### src/rtl/microop_sequencer.sv
// microop_sequencer
//   Drives the 12-bit microcode ROM address {cond, opcode, count} from three
//   registers: the opcode register, the micro-op counter and the condition
//   latch. Each cycle the ROM control word fed back on UCODE updates them.
//   UCODE[7:6] also selects the register-file index on REG_IDX.
//
//   Optional feature (macro SEQ_HALT_EN): when HALT=1 at an edge, all state
//   holds. Reset still wins over HALT. Without the macro, HALT is ignored.
//
// Ports
//   CLK, N_RST    clock, synchronous active-low reset
//   UCODE[31:0]   ROM control word
//                   [5:0]   ctrl_data
//                   [7:6]   reg_sel
//                   [14:12] in_plane
//                   [15]    misc_plane
//                   [23]    opcode_sel
//                   [25:24] cond_var_sel
//   OPWORD[31:0]  current opword
//                   [31:26] opcode
//                   [25:21] r0
//                   [20:16] r1
//                   [15:11] r2
//   BUS[31:0]     main data bus; BUS[5:0] is an alternate opcode source
//   MLU_ZERO, MLU_CARRY, MLU_NEGATIVE, INTERRUPT
//                 condition sources
//   HALT          freeze request
//   ADDR          {cond, opcode, count} to the microcode ROM
//   REG_IDX       decoded register-file index
//   FAULT         sticky counter-overflow flag
module microop_sequencer #(
  parameter int unsigned OPCODE_W     = 6,
  parameter int unsigned COUNT_W      = 5,
  parameter int unsigned RESET_OPCODE = 0
) (
  input  logic                          CLK,
  input  logic                          N_RST,
  input  logic [31:0]                   UCODE,
  input  logic [31:0]                   OPWORD,
  input  logic [31:0]                   BUS,
  input  logic                          MLU_ZERO,
  input  logic                          MLU_CARRY,
  input  logic                          MLU_NEGATIVE,
  input  logic                          INTERRUPT,
  input  logic                          HALT,
  output logic [OPCODE_W+COUNT_W:0]     ADDR,
  output logic [4:0]                    REG_IDX,
  output logic                          FAULT
);

  localparam logic [2:0] IN_OPCODE = 3'd6;

  logic [OPCODE_W-1:0] opcode_q, opcode_d;
  logic [COUNT_W-1:0]  count_q,  count_d;
  logic                cond_q,   cond_d;
  logic                fault_q,  fault_d;

  logic [5:0] ctrl_data;
  logic [1:0] reg_sel;
  logic [2:0] in_plane;
  logic       misc_plane;
  logic       opcode_sel;
  logic [1:0] cond_var_sel;
  logic       overflow;
  logic       flag_sel;

  assign ctrl_data    = UCODE[5:0];
  assign reg_sel      = UCODE[7:6];
  assign in_plane     = UCODE[14:12];
  assign misc_plane   = UCODE[15];
  assign opcode_sel   = UCODE[23];
  assign cond_var_sel = UCODE[25:24];

  // Counter is about to wrap without a misc_plane restart.
  assign overflow = (count_q == {COUNT_W{1'b1}}) && !misc_plane;

  always_comb begin
    flag_sel = MLU_ZERO;
    case (cond_var_sel)
      2'd0: flag_sel = MLU_ZERO;
      2'd1: flag_sel = MLU_CARRY;
      2'd2: flag_sel = MLU_NEGATIVE;
      2'd3: flag_sel = INTERRUPT;
      default: flag_sel = MLU_ZERO;
    endcase
  end

  always_comb begin
    opcode_d = opcode_q;
    count_d  = count_q + 1'b1;
    cond_d   = flag_sel;
    fault_d  = fault_q;

    if (misc_plane) count_d = '0;

    if (in_plane == IN_OPCODE)
      opcode_d = opcode_sel ? OPCODE_W'(BUS[5:0]) : OPCODE_W'(OPWORD[31:26]);

    // Overflow beats an opcode load in the same cycle.
    if (overflow) begin
      count_d  = '0;
      opcode_d = OPCODE_W'(RESET_OPCODE);
      fault_d  = 1'b1;
    end

`ifdef SEQ_HALT_EN
    if (HALT) begin
      opcode_d = opcode_q;
      count_d  = count_q;
      cond_d   = cond_q;
      fault_d  = fault_q;
    end
`endif
  end

  always_ff @(posedge CLK) begin
    if (!N_RST) begin
      opcode_q <= OPCODE_W'(RESET_OPCODE);
      count_q  <= '0;
      cond_q   <= 1'b0;
      fault_q  <= 1'b0;
    end else begin
      opcode_q <= opcode_d;
      count_q  <= count_d;
      cond_q   <= cond_d;
      fault_q  <= fault_d;
    end
  end

  always_comb begin
    REG_IDX = ctrl_data[4:0];
    case (reg_sel)
      2'd0: REG_IDX = OPWORD[25:21];
      2'd1: REG_IDX = OPWORD[20:16];
      2'd2: REG_IDX = OPWORD[15:11];
      2'd3: REG_IDX = ctrl_data[4:0];
      default: REG_IDX = ctrl_data[4:0];
    endcase
  end

  assign ADDR  = {cond_q, opcode_q, count_q};
  assign FAULT = fault_q;

  // Control-word and input bits that the sequencer does not consume.
  logic unused_bits;
`ifdef SEQ_HALT_EN
  assign unused_bits = ^{ctrl_data[5], UCODE[11:8], UCODE[22:16], UCODE[31:26],
                         OPWORD[10:0], BUS[31:6]};
`else
  assign unused_bits = ^{ctrl_data[5], UCODE[11:8], UCODE[22:16], UCODE[31:26],
                         OPWORD[10:0], BUS[31:6], HALT};
`endif

endmodule

### config.mk
export PLATFORM = sky130hd
export DESIGN_NAME = microop_sequencer
export DESIGN_NICKNAME = d
export VERILOG_FILES = /design/src/rtl/microop_sequencer.sv
export SDC_FILE = /design/constraint.sdc
export NUM_CORES = 1
export LEC_CHECK = 0
export CAP_MARGIN = 20
export CORE_ASPECT_RATIO = 0.7
export CORE_MARGIN = 10
export CORE_UTILIZATION = 21
export CTS_CLUSTER_DIAMETER = 100
export DETAILED_ROUTE_END_ITERATION = 16
export PLACE_DENSITY = 0.77
export RECOVER_POWER = 100
export SLEW_MARGIN = 20
export SYNTH_ARGS = -nofsm -noshare
export SYNTH_HDL_FRONTEND = slang
export SYNTH_SLANG_ARGS = --single-unit
### constraint.sdc
create_clock -name CLK -period 1.8 [get_ports CLK]
set_input_delay 0.36 -clock CLK [delete_from_list [all_inputs] [get_ports CLK]]
set_output_delay 0.36 -clock CLK [all_outputs]
set_load 0.01 [all_outputs]
==> key figures, run 1 <==
Status
  – Status: completed

Min path
  – Min-Delay Path Class: reg2reg

GRT
  – Largest net degree at the start of global routing: 13
  – First-pass GRT wire length: 4210 um
  – GR Util All Layers: 8.35%
  – Initial antenna violation count: 0
  – Total grt overflow: 0
  – Number of global-route vias before repair: 818

Route
  – Antenna-violating nets left: 0
  – Residual DRC: 0
  – Vias per inst: 4.11
  – DR vias: 703
  – First-pass detailed-route iteration total: 3
  – Drt total wl: 2610 um
  – Wirelength per Cell: 15.3 um
  – Drt initial violations: 7

Power and ir drop
  – Leak: 0.582 nW
  – Max VDD drop: 0.307 mV
  – Pwr dens: 548 nW/um2

Worst setup path
  – Setup crit start kind: input pin
  – Crit path max-delay family: buffers and inverters
  – WP data arrival: 1.40 ns
  – Critical path's slowest cell: mux4_2
  – CP Class: in2out
  – Crit-path cells: clkdlybuf4s50_1 > mux4_2 > clkbuf_1
  – Critical Path RT: 1.44 ns
  – CP Buf/Inv Count: 2
  – Crit end category: primary output
  – Peak fanout along the critical path: 1
  – CP peak stage delay: 0.47 ns

STA
  – Slew HR: 74.8%
  – Fin. Hold Viols: 0
  – Period minus WS final: 1.76 ns
  – Endpoints failing setup: 0
  – Clk_skew: 0.00288 ns
  – Least-Margin Pin Slew: 0.377 ns
  – Final period util: 97.7%
  – Setup TNS Final: 0 ns
  – Slew Limit Fails: 0
  – Maximum clock rate: 569 MHz
  – RSZ-0062 raised after global routing: no
  – Setup ws final: 0.0421 ns

Floorplan
  – Top Ports: 121
  – Initial Util: 22.4%
  – Die area: 6200 um2
  – # rows: 17
  – Core area: 3210 um2
  – Die height: 69.0 um
  – Die width: 90.0 um

CTS
  – Sink Count: 13
  – CTS H-tree depth: 1
  – CTS resizes: 24
  – CTS tree: built
  – Worst-Skew Late Latency: 0.24 ns
  – Worst-path clk slew: 0.05 ns
  – Setup Fix Bufs, Post-CTS: 0
  – Root Driver: clkbuf_8
  – TritonCTS buffer count: 3
  – CTS Hold Bufs: 0
  – Max Root-Sink Buffers: 2

Cells and area
  – # nets final: 230
  – Area occupied by registers: 260 um2
  – Layout area overhead: 94.8%
  – # fillers: 312
  – Area of the multi-input gates: 414 um2
  – Layout cells sized above 1: 18.5%
  – Antenna cells: 0

Yosys
  – YS warnings: 0
  – Post-synth EDFFs: 0
  – Main synth FF type: dfxtp_1
  – Netlist cell types: 20
  – Mapped Area: 719 um2
  – Synthesized flop and latch total: 13
  – Synth Area per Inst: 12.2 um2
  – Synth top area share: 36.2%
  – Post-Syn Instances: 59
  – Largest area contributor in the netlist: dfxtp_1
  – Post-synth top cells: dfxtp_1, a211oi_2, mux2i_1, mux4_2, nor2_1
  – Sequential element share of the synthesized area: 36.2%
  – Top-count cell post-synth: dfxtp_1
  – Net Count, Synth: 164
  – Ys async rst share: 0%
  – Synth area leaders: dfxtp_1, mux4_2, a211oi_2

Place
  – Buffers on Ports: 64
  – Pre-CTS setup slack: -0.534 ns
  – GP Congestion: 0.731

Flow run
  – Max Cap Viol: 0
placed cells by master (no fill, tap or decap), types with 3 or more instances in the layout:
cell	count
a211oi_2	4
and3_1	3
clkbuf_2	4
clkbuf_8	3
clkdlybuf4s50_1	43
dfxtp_1	13
dlygate4sd3_1	14
mux2i_1	6
mux4_2	6
nor2_1	6
nor2_2	4
layout make-up:
type                            instances  area share, %
Clock buffer                            4           3.21
Tap cell                               47           4.20
Sequential cell                        13           18.6
Timing Repair Buffer                   65           44.5
Multi-Input combinational cell         42           29.6
logic make-up after synthesis:
kind of cell,after synthesis,share of synthesized area (%)
compound gates,7,11.5
buf+inv,4,4.87
flops,13,36.2
fa+ha+maj,2,3.48
xor+xnor,2,2.44
simple gates,19,14.4
mux,12,27.1
report_power, final:
part           internal (mW)  leakage (nW)  switching [mW]
Sequential             0.299         0.106         0.00618
Clock                  0.156        0.0228          0.0947
Combinational          0.145         0.453          0.0674
through the flow:
step	utilization (%)	instance area [um2]	hold WS [ns]	total power [mW]	instances
2_1_floorplan	-	719	0.469	0.395	59
3_3_place_gp	43.3	1390	0.448	0.542	167
3_5_place_dp	43.3	1390	0.464	0.547	167
4_1_cts	44.2	1420	0.476	0.796	171
5_1_grt	43.6	1400	0.487	0.823	171
6_report	43.6	1400	0.458	0.768	171
path summary, 6_finish.rpt:
path	cells after the start	end	slack [ns]	start
setup reg to reg	6	opcode_q[1]	0.15	count_q[0]
hold reg to reg	1	count_q[0]	0.46	count_q[0]
setup / recovery	3	REG_IDX[2]	0.04	UCODE[2]
hold / removal	1	count_q[0]	0.46	count_q[0]
per-layer routing:
layer / track usage (%) / vias to the layer above / routed length [um]
li1: - / 349 / -
met1: 8.00 / 326 / 955
met2: 17.3 / 24 / 1510
met3: 2.16 / 4 / 91
met4: 3.36 / 0 / 53
met5: 0 / - / 0
registers in the layout, indices dropped and copies added (netlist names):
register	count
opcode_q	6
cond_q	1
count_q	5
FAULT	1
Note: power is estimated with default switching activity, not from simulation.
==> run 2: changes to the inputs <==
- CORE_MARGIN: 10 -> not set
==> key figures, run 2 (synthesis results as in run 1) <==
Status
  – Status: completed

Cells and area
  – Layout area overhead: 93.2%
  – Biggest regs: opcode_q: 6 flops, count_q: 5 flops
  – Largest reg by FF count: opcode_q
  – Antenna cells: 0
  – Max reg flops: 6
  – # fillers: 317
  – Finished Layout Cells: 171
  – # nets final: 230
  – Util after Layout: 43.3%
  – Layout cells sized above 1: 14.5%
  – Commonest non-fill, non-tap cell in the layout: clkdlybuf4s50_1
  – Commonest non-fill, non-tap cells in the layout: clkdlybuf4s50_1, dlygate4sd3_1, dfxtp_1

Worst setup path
  – Peak fanout along the critical path: 1
  – R2R Setup Slk: 0.18 ns
  – WP data arrival: 1.38 ns
  – R2R depth: 6
  – Critical Path RT: 1.44 ns
  – CP Class: in2out
  – Reg2reg end: opcode_q[2]
  – CP endpoint: REG_IDX[3]
  – Crit end category: primary output
  – Reg2reg start: count_q[0]
  – CP Launch Point: OPWORD[24]
  – Setup crit start kind: input pin

Route
  – Vias per inst: 4.15
  – Drt initial violations: 17
  – Drt total wl: 2070 um
  – Antenna-violating nets left: 0
  – Wirelength per Cell: 12.1 um
  – Residual DRC: 0
  – First-pass detailed-route iteration total: 3
  – DR vias: 709

STA
  – Clk_skew: 0.00161 ns
  – Fin. Hold Viols: 0
  – Period minus WS final: 1.74 ns
  – Final period util: 96.4%
  – Slew Limit Fails: 0
  – Maximum clock rate: 576 MHz
  – Setup TNS Final: 0 ns
  – Final hold slack: 0.466 ns
  – Least-Margin Pin Slew: 0.353 ns
  – Endpoints failing setup: 0
  – Setup ws final: 0.0640 ns
  – Slew HR: 76.4%
  – RSZ-0062 raised after global routing: no

Power and ir drop
  – Clock share of power: 32.6%
  – Pwr dens: 548 nW/um2
  – Max VDD drop: 0.214 mV
  – Cell internal pwr: 598 uW
  – Sw Share: 21.5%
  – Seq pwr share: 40.1%
  – Gate power share: 27.3%
  – Leak: 0.590 nW
  – Net Sw Power: 164 uW

CTS
  – Worst-path clk slew: 0.05 ns
  – CTS H-tree depth: 1
  – Worst-Skew Late Latency: 0.24 ns
  – Root Driver: clkbuf_8
  – Max Root-Sink Buffers: 2
  – Sink Count: 13
  – TritonCTS buffer count: 3
  – CTS tree: built
  – CTS Hold Bufs: 0

Place
  – Pre-CTS setup slack: -0.539 ns
  – Cell count after placement: 167
  – Buffers on Ports: 64
  – GP Congestion: 0.680
  – Hpwl dp: 1820 um

Floorplan
  – Die area: 3670 um2
  – Core area: 3210 um2
  – # rows: 17
  – Die height: 51.0 um
  – Top Ports: 121
  – Die width: 72.0 um
  – Initial Util: 22.4%

GRT
  – Number of global-route vias before repair: 801
  – Initial antenna violation count: 0
  – Largest net degree at the start of global routing: 13
  – First-pass GRT wire length: 3340 um
  – Total grt overflow: 0
  – GR Util All Layers: 12.0%

Min path
  – Min-Delay Path Class: reg2reg

Flow run
  – Max Cap Viol: 0
run 2: layout make-up:
type	instances	area, um2	area share, %
repair buffers	65	627	45.1
multi-input cells	42	399	28.7
flip-flops and latches	13	260	18.7
well taps	47	58.8	4.23
clock buffers	4	45.0	3.24
run 2: worst min path at each step:
stage,from,cells after the start,to
after floorplan,count_q[0],1,count_q[0]
after global placement,count_q[0],1,count_q[0]
after detailed placement,FAULT,1,FAULT
after CTS,FAULT,1,FAULT
after global routing,count_q[0],1,count_q[0]
final,FAULT,1,FAULT
run 2: metrics by stage:
step | cell area, um2 | total power, mW
after global routing | 1390 | 0.803
final | 1390 | 0.762
after CTS | 1420 | 0.791
after floorplan | 719 | 0.395
after global placement | 1390 | 0.539
after detailed placement | 1390 | 0.546
run 2: power groups by stage:
stage	Combinational [mW]	Clock (mW)	Sequential (mW)
5_1_grt	0.224	0.273	0.307
6_report	0.208	0.248	0.305
3_3_place_gp	0.228	0	0.311
3_5_place_dp	0.234	0	0.312
4_1_cts	0.227	0.258	0.306
2_1_floorplan	0.0796	0	0.316
run 2: worst max-delay path, stage by stage:
cell             delay (ns)
clkdlybuf4s50_1        0.42
mux4_2                 0.45
clkbuf_2               0.14
run 2: timing repair:
item | in CTS | in global routing
setup endpoints to repair | 5 | 5
resized for setup | 23 | 2
buffers inserted | 0 | 0
run 2: routing by layer:
metal	global-route usage (%)	vias to the layer above	wire length (um)
met2	23.9	38	1050
li1	-	348	-
met5	0	-	0
met4	4.58	0	42
met1	11.5	317	787
met3	3.75	6	190
==> run 3: changes to the inputs <==
- SLEW_MARGIN: 20 -> 10
==> results of run 3 <==
Same layout as run 2: the final DEF is identical, and so are final timing and power.
